===== src/rtl/bcd_pkg.sv =====
// ---------------------------------------------------------------------------
// bcd_pkg
// Shared definitions for the digit-serial packed-BCD adder:
//   - state_t      : sequencing FSM states (IDLE / RUN / DONE)
//   - BCD_MAX      : largest legal decimal digit value (9)
//   - BCD_ADJ      : correction added to a binary digit sum above 9 (6)
//   - is_bcd_digit : returns 1 when a 4-bit nibble is a legal BCD digit
// ---------------------------------------------------------------------------
package bcd_pkg;

  typedef enum logic [1:0] {
    IDLE = 2'd0,
    RUN  = 2'd1,
    DONE = 2'd2
  } state_t;

  // Both constants are 5 bits wide so they compare/add directly against the
  // 5-bit raw digit sum without implicit widening.
  localparam logic [4:0] BCD_MAX = 5'd9;
  localparam logic [4:0] BCD_ADJ = 5'd6;

  function automatic logic is_bcd_digit(input logic [3:0] d);
    logic ok;
    if (d <= BCD_MAX[3:0]) begin
      ok = 1'b1;
    end else begin
      ok = 1'b0;
    end
    return ok;
  endfunction

endpackage : bcd_pkg


===== src/rtl/bcd_digit_add.sv =====
// ---------------------------------------------------------------------------
// bcd_digit_add
// Purely combinational single-digit decimal adder.
//   a, b  (in,  4) : operand digits (values above 9 are accepted and handled
//                    by the same rule, giving a deterministic non-BCD result)
//   cin   (in,  1) : decimal carry-in
//   digit (out, 4) : result digit
//   cout  (out, 1) : decimal carry-out
// Rule: t = a + b + cin (5-bit). If t > 9 the digit is (t + 6) mod 16 and the
// carry is 1, otherwise the digit is t[3:0] and the carry is 0.
// ---------------------------------------------------------------------------
module bcd_digit_add
  import bcd_pkg::*;
(
  input  logic [3:0] a,
  input  logic [3:0] b,
  input  logic       cin,
  output logic [3:0] digit,
  output logic       cout
);

  logic [4:0] raw_sum_s;
  logic [4:0] adj_sum_s;

  // Binary sum of the digit pair plus carry, and its decimal-corrected form.
  always_comb begin
    raw_sum_s = {1'b0, a} + {1'b0, b} + {4'b0000, cin};
    // Only the low nibble of the corrected value is used, so wrap past
    // 5 bits is harmless (max raw sum is 31).
    adj_sum_s = raw_sum_s + BCD_ADJ;
  end

  // Decimal carry decision and digit select.
  always_comb begin
    digit = 4'd0;
    cout  = 1'b0;
    if (raw_sum_s > BCD_MAX) begin
      digit = adj_sum_s[3:0];
      cout  = 1'b1;
    end else begin
      digit = raw_sum_s[3:0];
      cout  = 1'b0;
    end
  end

endmodule : bcd_digit_add


===== src/rtl/bcd_seq_adder.sv =====
// ---------------------------------------------------------------------------
// bcd_seq_adder
// Digit-serial multi-digit packed-BCD adder. Adds two DIGITS-wide packed-BCD
// operands plus a carry-in, one decimal digit per clock from the least
// significant digit upward, using a single shared bcd_digit_add instance.
//
// Ports:
//   clk     (in,  1)          rising-edge clock
//   rst_n   (in,  1)          asynchronous active-low reset
//   start   (in,  1)          operation request, honoured only in IDLE
//   a       (in,  4*DIGITS)   operand A, digit 0 in [3:0]
//   b       (in,  4*DIGITS)   operand B
//   cin     (in,  1)          decimal carry-in
//   busy    (out, 1)          high while digits are being processed
//   done    (out, 1)          one-cycle pulse; sum/cout/invalid valid here
//   sum     (out, 4*DIGITS)   packed-BCD result
//   cout    (out, 1)          decimal carry-out of the top digit
//   invalid (out, 1)          some accepted digit of a or b was above 9
//
// Timing: start accepted at edge 0 -> RUN handles digit k at edge k+1, the
// last digit lands at edge DIGITS together with the move to DONE, so done is
// high in the cycle after edge DIGITS. DONE always returns to IDLE, giving a
// back-to-back period of DIGITS+2 cycles.
// ---------------------------------------------------------------------------
module bcd_seq_adder
  import bcd_pkg::*;
#(
  parameter int DIGITS = 4
) (
  input  logic                  clk,
  input  logic                  rst_n,
  input  logic                  start,
  input  logic [4*DIGITS-1:0]   a,
  input  logic [4*DIGITS-1:0]   b,
  input  logic                  cin,
  output logic                  busy,
  output logic                  done,
  output logic [4*DIGITS-1:0]   sum,
  output logic                  cout,
  output logic                  invalid
);

  localparam int W     = 4 * DIGITS;
  // A single-digit adder still needs a 1-bit index register.
  localparam int IDX_W = (DIGITS > 1) ? $clog2(DIGITS) : 1;

  localparam logic [IDX_W-1:0] IDX_LAST = IDX_W'(DIGITS - 1);
  localparam logic [IDX_W-1:0] IDX_ZERO = IDX_W'(0);
  localparam logic [IDX_W-1:0] IDX_ONE  = IDX_W'(1);

  // Sequencing state
  state_t           state_r;
  state_t           state_nxt_s;
  logic             busy_r;
  logic             done_r;

  // Datapath registers
  logic [W-1:0]     a_r;
  logic [W-1:0]     b_r;
  logic [W-1:0]     sum_r;
  logic [IDX_W-1:0] idx_r;
  logic             carry_r;
  logic             cout_r;
  logic             invalid_r;

  // Combinational helpers
  logic             accept_s;
  logic             last_digit_s;
  logic             bad_digit_s;
  logic [3:0]       dig_a_s;
  logic [3:0]       dig_b_s;
  logic [3:0]       dig_sum_s;
  logic             dig_cout_s;

  // Handshake qualifiers: a start only counts in IDLE, and RUN ends on the
  // top digit.
  always_comb begin
    accept_s     = 1'b0;
    last_digit_s = 1'b0;
    if (state_r == IDLE) begin
      accept_s = start;
    end else begin
      accept_s = 1'b0;
    end
    if (idx_r == IDX_LAST) begin
      last_digit_s = 1'b1;
    end else begin
      last_digit_s = 1'b0;
    end
  end

  // Scan the incoming operands for any nibble outside 0..9.
  always_comb begin
    bad_digit_s = 1'b0;
    for (int i = 0; i < DIGITS; i++) begin
      bad_digit_s = bad_digit_s
                  | ~is_bcd_digit(a[4*i +: 4])
                  | ~is_bcd_digit(b[4*i +: 4]);
    end
  end

  // Select the current digit pair from the latched operands.
  always_comb begin
    dig_a_s = a_r[{idx_r, 2'b00} +: 4];
    dig_b_s = b_r[{idx_r, 2'b00} +: 4];
  end

  bcd_digit_add u_digit_add (
    .a     (dig_a_s),
    .b     (dig_b_s),
    .cin   (carry_r),
    .digit (dig_sum_s),
    .cout  (dig_cout_s)
  );

  // FSM next-state logic.
  always_comb begin
    state_nxt_s = state_r;
    case (state_r)
      IDLE: begin
        if (start) begin
          state_nxt_s = RUN;
        end else begin
          state_nxt_s = IDLE;
        end
      end
      RUN: begin
        if (last_digit_s) begin
          state_nxt_s = DONE;
        end else begin
          state_nxt_s = RUN;
        end
      end
      DONE: begin
        state_nxt_s = IDLE;
      end
      default: begin
        state_nxt_s = IDLE;
      end
    endcase
  end

  // FSM state register with registered busy/done decoded from the next state,
  // so both outputs change on the same edge as the state itself.
  always_ff @(posedge clk or negedge rst_n) begin
    if (!rst_n) begin
      state_r <= IDLE;
      busy_r  <= 1'b0;
      done_r  <= 1'b0;
    end else begin
      state_r <= state_nxt_s;
      busy_r  <= (state_nxt_s == RUN);
      done_r  <= (state_nxt_s == DONE);
    end
  end

  // Operand capture on accept; operands are ignored at every other time.
  always_ff @(posedge clk or negedge rst_n) begin
    if (!rst_n) begin
      a_r       <= {W{1'b0}};
      b_r       <= {W{1'b0}};
      invalid_r <= 1'b0;
    end else if (accept_s) begin
      a_r       <= a;
      b_r       <= b;
      invalid_r <= bad_digit_s;
    end else begin
      a_r       <= a_r;
      b_r       <= b_r;
      invalid_r <= invalid_r;
    end
  end

  // Digit sequencing: index, ripple carry, progressive sum and final carry.
  // cout only moves on the last RUN cycle so it holds across DONE/IDLE and
  // through the RUN phase of the next operation.
  always_ff @(posedge clk or negedge rst_n) begin
    if (!rst_n) begin
      idx_r   <= IDX_ZERO;
      carry_r <= 1'b0;
      sum_r   <= {W{1'b0}};
      cout_r  <= 1'b0;
    end else begin
      case (state_r)
        IDLE: begin
          if (start) begin
            idx_r   <= IDX_ZERO;
            carry_r <= cin;
            sum_r   <= {W{1'b0}};
          end else begin
            idx_r   <= idx_r;
            carry_r <= carry_r;
            sum_r   <= sum_r;
          end
        end
        RUN: begin
          sum_r[{idx_r, 2'b00} +: 4] <= dig_sum_s;
          carry_r                    <= dig_cout_s;
          idx_r                      <= idx_r + IDX_ONE;
          if (last_digit_s) begin
            cout_r <= dig_cout_s;
          end else begin
            cout_r <= cout_r;
          end
        end
        DONE: begin
          idx_r   <= idx_r;
          carry_r <= carry_r;
          sum_r   <= sum_r;
        end
        default: begin
          idx_r   <= IDX_ZERO;
          carry_r <= 1'b0;
        end
      endcase
    end
  end

  assign busy    = busy_r;
  assign done    = done_r;
  assign sum     = sum_r;
  assign cout    = cout_r;
  assign invalid = invalid_r;

endmodule : bcd_seq_adder

===== config.mk =====
export PLATFORM = sky130hd
export DESIGN_NAME = bcd_seq_adder
export DESIGN_NICKNAME = d
export VERILOG_FILES = /design/src/rtl/bcd_pkg.sv /design/src/rtl/bcd_digit_add.sv /design/src/rtl/bcd_seq_adder.sv
export SDC_FILE = /design/constraint.sdc
export NUM_CORES = 1
export LEC_CHECK = 0
export CORE_MARGIN = 10
export CORE_UTILIZATION = 40
export CTS_CLUSTER_SIZE = 30
export DETAILED_ROUTE_END_ITERATION = 12
export DONT_BUFFER_PORTS = 1
export PLACE_DENSITY = 0.61
export SYNTH_ARGS = -nofsm -noshare
export SYNTH_HDL_FRONTEND = slang
export SYNTH_SLANG_ARGS = --single-unit

===== constraint.sdc =====
create_clock -name clk -period 4 [get_ports clk]
set_clock_uncertainty 0.05 [all_clocks]
set_input_delay 0.2 -clock clk [delete_from_list [all_inputs] [get_ports clk]]
set_output_delay 0.2 -clock clk [all_outputs]
set_load 0.01 [all_outputs]

# After elaboration in Yosys (flattened, before gate mapping)
# Cells that the tools add are included.
[word_totals]
elab_cells = 77
output_inout_bits = 20
ff_bits = 57
[op_classes]
shift = 4
n_lt_le_gt_ge = 9
bitwise_logic = 16
n_eq_ne = 6
add_sub_neg = 5
muxes = 22
reduce_logical = 5
[ops]
columns = ["cell", "n"]
rows = [
  ["<= comparator 4 bit, second input constant", 8],
  ["case mux 16 bit (2 select lines)", 1],
  ["indexed part select 16 x 5 -> 4 bit", 2],
  ["bitwise mux 16 bit", 1],
  ["2-to-1 mux 16 bit", 1],
  ["variable shift 4 x 6 -> 16 bit, first input constant", 1],
  ["indexed part select 4 x 6 -> 16 bit", 1],
  ["2-to-1 mux 1 bit", 13],
  ["inverter 1 bit", 9],
  ["OR 1 bit", 7],
  ["== test 2 bit, second input constant", 3],
  ["negator 4 -> 6 bit", 1],
  ["case mux 2 bit (3 select lines)", 1],
  ["AND reduction 2 bit", 3],
  ["adder 4 x 4 -> 5 bit", 1],
  ["adder 5 x 1 -> 5 bit", 1],
  ["greater-than comparator 5 x 4 -> 1 bit, second input constant", 1],
  ["adder 4 x 3 -> 4 bit, second input constant", 1],
  ["== test 2 x 1 -> 1 bit, second input constant", 2],
  ["2-to-1 mux 2 bit", 2],
  ["2-to-1 mux 4 bit", 1],
  ["case mux 2 bit (2 select lines)", 1],
  ["case mux 1 bit (3 select lines)", 1],
  ["adder 2 x 1 -> 2 bit, second input constant", 1],
  ["other kinds (3)", 3],
]

# Logic depth before layout (Yosys ltp)
[depth]
depth_word = 10
depth_mapped = 12
mapped_depth_nobuf = 11

# By module
# Synthesis repeated with hierarchy kept, for this count alone.
[hier_totals]
hier_cells = 190
area_unflattened_um2 = 2726.4
[modules_own_cells]
columns = ["module", "cells_per_inst", "area_per_inst_um2", "seq_area_each_um2", "n_inst"]
rows = [
  ["bcd_seq_adder", 168, 2514.9, 1426.4, 1],
  ["bcd_digit_add", 22, 211.5, 0.0, 1],
]

# Worst setup path before layout
# OpenSTA, ideal clock, no wires.
[synth_timing]
path_type = "flip-flop to flip-flop"
from = "reg idx_r[0]"
to = "reg sum_r[14] (netlist: sum[14])"
arrival_time_ps = 3508
path_buffers = 1
slack_ps = 365
stages_incl_launch_ff = 12
synth_period_minus_slack_ps = 3635
path_cell_list = "dfrtp_1 buf_2 mux4_2 fa_1 fa_1 xor2_1 inv_1 ha_1 nor2b_1 or3_1 o311a_1 o21ai_1"
[synth_via]
elab_chain_cells = 8
[synth_rtl]
columns = ["item", "line", "text"]
rows = [
  ["start: declaration", "bcd_seq_adder.sv:61", "logic [IDX_W-1:0] idx_r;"],
  ["start signal: assignment", "bcd_seq_adder.sv:191", "idx_r <= idx_r;"],
  ["start signal: assignment", "bcd_seq_adder.sv:199", "idx_r <= idx_r + IDX_ONE;"],
  ["start signal: assignment", "bcd_seq_adder.sv:207", "idx_r <= idx_r;"],
  ["indexed part select 16 x 5 -> 4 bit (on tied branches)", "bcd_seq_adder.sv:104, bcd_seq_adder.sv:105", ""],
  ["adder 4 x 4 -> 5 bit", "bcd_digit_add.sv:27", "raw_sum_s = {1'b0, a} + {1'b0, b} + {4'b0000, cin};"],
  ["adder 5 x 1 -> 5 bit", "bcd_digit_add.sv:27", ""],
  ["adder 4 x 3 -> 4 bit or greater-than comparator 5 x 4 -> 1 bit (tied branches)", "bcd_digit_add.sv:30, bcd_digit_add.sv:37", ""],
  ["2-to-1 mux 4 bit", "bcd_digit_add.sv:37", "if (raw_sum_s > BCD_MAX) begin"],
  ["indexed part select 4 x 6 -> 16 bit", "bcd_seq_adder.sv:197", "sum_r[{idx_r, 2'b00} +: 4] <= dig_sum_s;"],
  ["bitwise mux 16 bit (*)", "bcd_seq_adder.sv:197", ""],
  ["case mux 16 bit (2 select lines) (*)", "bcd_seq_adder.sv:184", "case (state_r)"],
  ["end signal: assignment", "bcd_seq_adder.sv:181", "sum_r <= {W{1'b0}};"],
  ["end signal: assignment", "bcd_seq_adder.sv:189", "sum_r <= {W{1'b0}};"],
  ["end signal: indexed assignment", "bcd_seq_adder.sv:197", ""],
  ["end: declaration", "bcd_seq_adder.sv:60", "logic [W-1:0] sum_r;"],
]
# Mark *: on every way between the ends. The rest lies on a longest branch, timed or not.
# A chain may end at the register's enable or synchronous reset.

# Final worst setup path
# Ends and elaborated chain as after synthesis.

==> run metrics <==
CTS tree built; CP Capture Type flop; Synth cell types 36; Avg WL per Cell 18.35 um; # nets final 309; CP max stage cell mux4_2; RSZ-0062 raised after global routing false; commonest non-fill, non-tap cell in the layout dfrtp_1; full die area 10530 um^2; hpwl dp 4601 um; Hold Crit Class input pin to flop; reg2reg start idx_r[0]; Worst Path Arrival 3.94 ns; Layout area overhead 24.01%; width of the die 102.6 um; htree depth 3; crit path to sum[14]; critical path's top delay family adder cells; Bufs on Longest Clock Path 2; Worst R2R End sum[14]; Critical Path Max Stage Delay 0.56 ns; critical path required time 4.21 ns; Final Setup Violations 0; largest net degree at the start of global routing 58; number of buffers created by CTS 9; I/O pin cnt 56; Ant. Diodes 0; final hold vios 0; average cell area after synthesis 12.24 um^2; chip height 102.6 um; final critical-path share of the clock period 93.28%; critical-path maximum fanout 9; placeable core region 6719 um^2; crit-path cells mux4_2, fa_1, fa_1, xor2_1, inv_1, ha_1, nor2b_1, or3_1, o311a_1, o21ai_1; placed inst area 2816 um^2; Yosys warning total 0; number of DRC markers in iteration 0 59; crit path launch type flop; Final Critical Period 3.731 ns; Skew-Pair Late Insertion Delay 0.34 ns; layout cell share with drive strength beyond 1 18.66%; initial antenna violation count 0; Slew @ Worst Pin 0.5204 ns; clock slew at reported path FFs 0.06 ns; Buf/Inv on CP 1; Seq/Total Area, Yosys 52.25%; EDFF count, synth 0; total grt overflow 0; register bit total from synthesis 57; via/cell ratio 5.414; via count 1884; vias in the first global route 2082; routed wire length 6385 um; global-route wire length before repair 10700 um; drt first pass iters 4; worst setup path start idx_r[0]; most frequent cells in the layout 57 x dfrtp_1, 33 x dlygate4sd3_1, 26 x nand2_1; Synth Instances 223; row count 30; fmax 0.2680 GHz; max-slew violations 0; r2r worst-path depth 10; CP most frequent cell fa_1; number of max-cap violations 0; Final ANT Viol Nets 0; setup TNS 0 ns; RD Place Congestion 0.7755; Post-synth ARST share 100.0%; slew margin rel. 65.04%; root buffer cell clkbuf_8; post-CTS setup buffer count 0; ys flop type dfrtp_1; Cell Area, Synth 2730 um^2; Initial Util 40.63%; CP Depth 10; Remaining DRCs 0; status complete, no violations; port bufs 0; critical path class flop to flop; final instance area 3386 um^2; Total GRT Usage 13.28%; Synthesized Nets 269; Clock Sinks 57; reg2reg setup slack 0.27 ns
[through the flow]
stage               utilization [%]  setup slack [ns]  hold WS [ns]  std cells
CTS                           50.39            0.2698       0.03430        348
floorplan                         -            0.3654       -0.1456        223
detailed placement            41.92            0.2813       -0.1433        298
finish                        50.39            0.2687       0.04761        348
global placement              41.92            0.3954       -0.1434        298
global route                  50.39           0.05842       0.06586        348
[repair_timing]
action                     in CTS  in global routing
hold buffers                   34                  0
setup endpoints to repair       0                  0
gates resized for setup         0                  0
hold endpoints to repair       89                  0
[worst min-delay path by stage]
stage	start	to	slack (ns)	cells past startpoint
floorplan	rst_n	a_r[0]	-0.15	0
CTS	cin	carry_r	0.03	2
finish	cin	carry_r	0.05	2
detailed placement	rst_n	busy	-0.14	0
global route	cin	carry_r	0.07	2
global placement	rst_n	busy	-0.14	0
[layout make-up]
cell class,count,area (um^2)
clock inverters,5,80.08
well taps,80,100.1
repair buffers,38,387.9
fillers,588,3333
clock buffers,11,131.4
flip-flops and latches,57,1426
inverters,5,18.77
multi-input cells,152,1241
[kinds of logic (layout without fill, tap and decap cells)]
group / count (synthesis) / after routing / share of synthesized area [%]
DFF: 57 / 57 / 52.25
and+or+nand+nor: 53 / 53 / 9.166
AOI/OAI and AO/OA: 45 / 45 / 9.808
muxes: 43 / 43 / 20.94
buffers and inverters: 14 / 59 / 2.383
adders and majority gates: 10 / 10 / 5.133
xor gates and xnor gates: 1 / 1 / 0.3209
[state kept, by name, summed over array words and instances (netlist names)]
signal	cells
done	1
carry_r	1
sum	16
cout	1
state_r	2
invalid	1
a_r	16
busy	1
b_r	16
idx_r	2
[cell usage after synthesis, types with 3 or more instances]
cell type | count | area, um^2
a21oi_1 | 5 | 25.02
nand2b_1 | 3 | 18.77
a21o_1 | 5 | 37.54
o21ai_0 | 10 | 50.05
ha_1 | 8 | 100.1
or3_1 | 3 | 18.77
clkbuf_1 | 4 | 15.01
mux4_2 | 8 | 180.2
dfrtp_1 | 57 | 1426
mux2_1 | 12 | 135.1
inv_1 | 5 | 18.77
mux2_2 | 21 | 236.5
nor2_1 | 7 | 26.28
buf_2 | 4 | 20.02
nand4_1 | 3 | 18.77
nand2_1 | 26 | 97.59
o21ai_1 | 17 | 85.08
[metal layers]
layer	wire, um	track usage [%]
met3	639	6.300
met1	2476	14.97
met5	0	0
met2	3192	21.88
met4	75	3.905
Power is not shown: default switching activity piles up to over one toggle a cycle in this logic, so the estimate is an artifact.
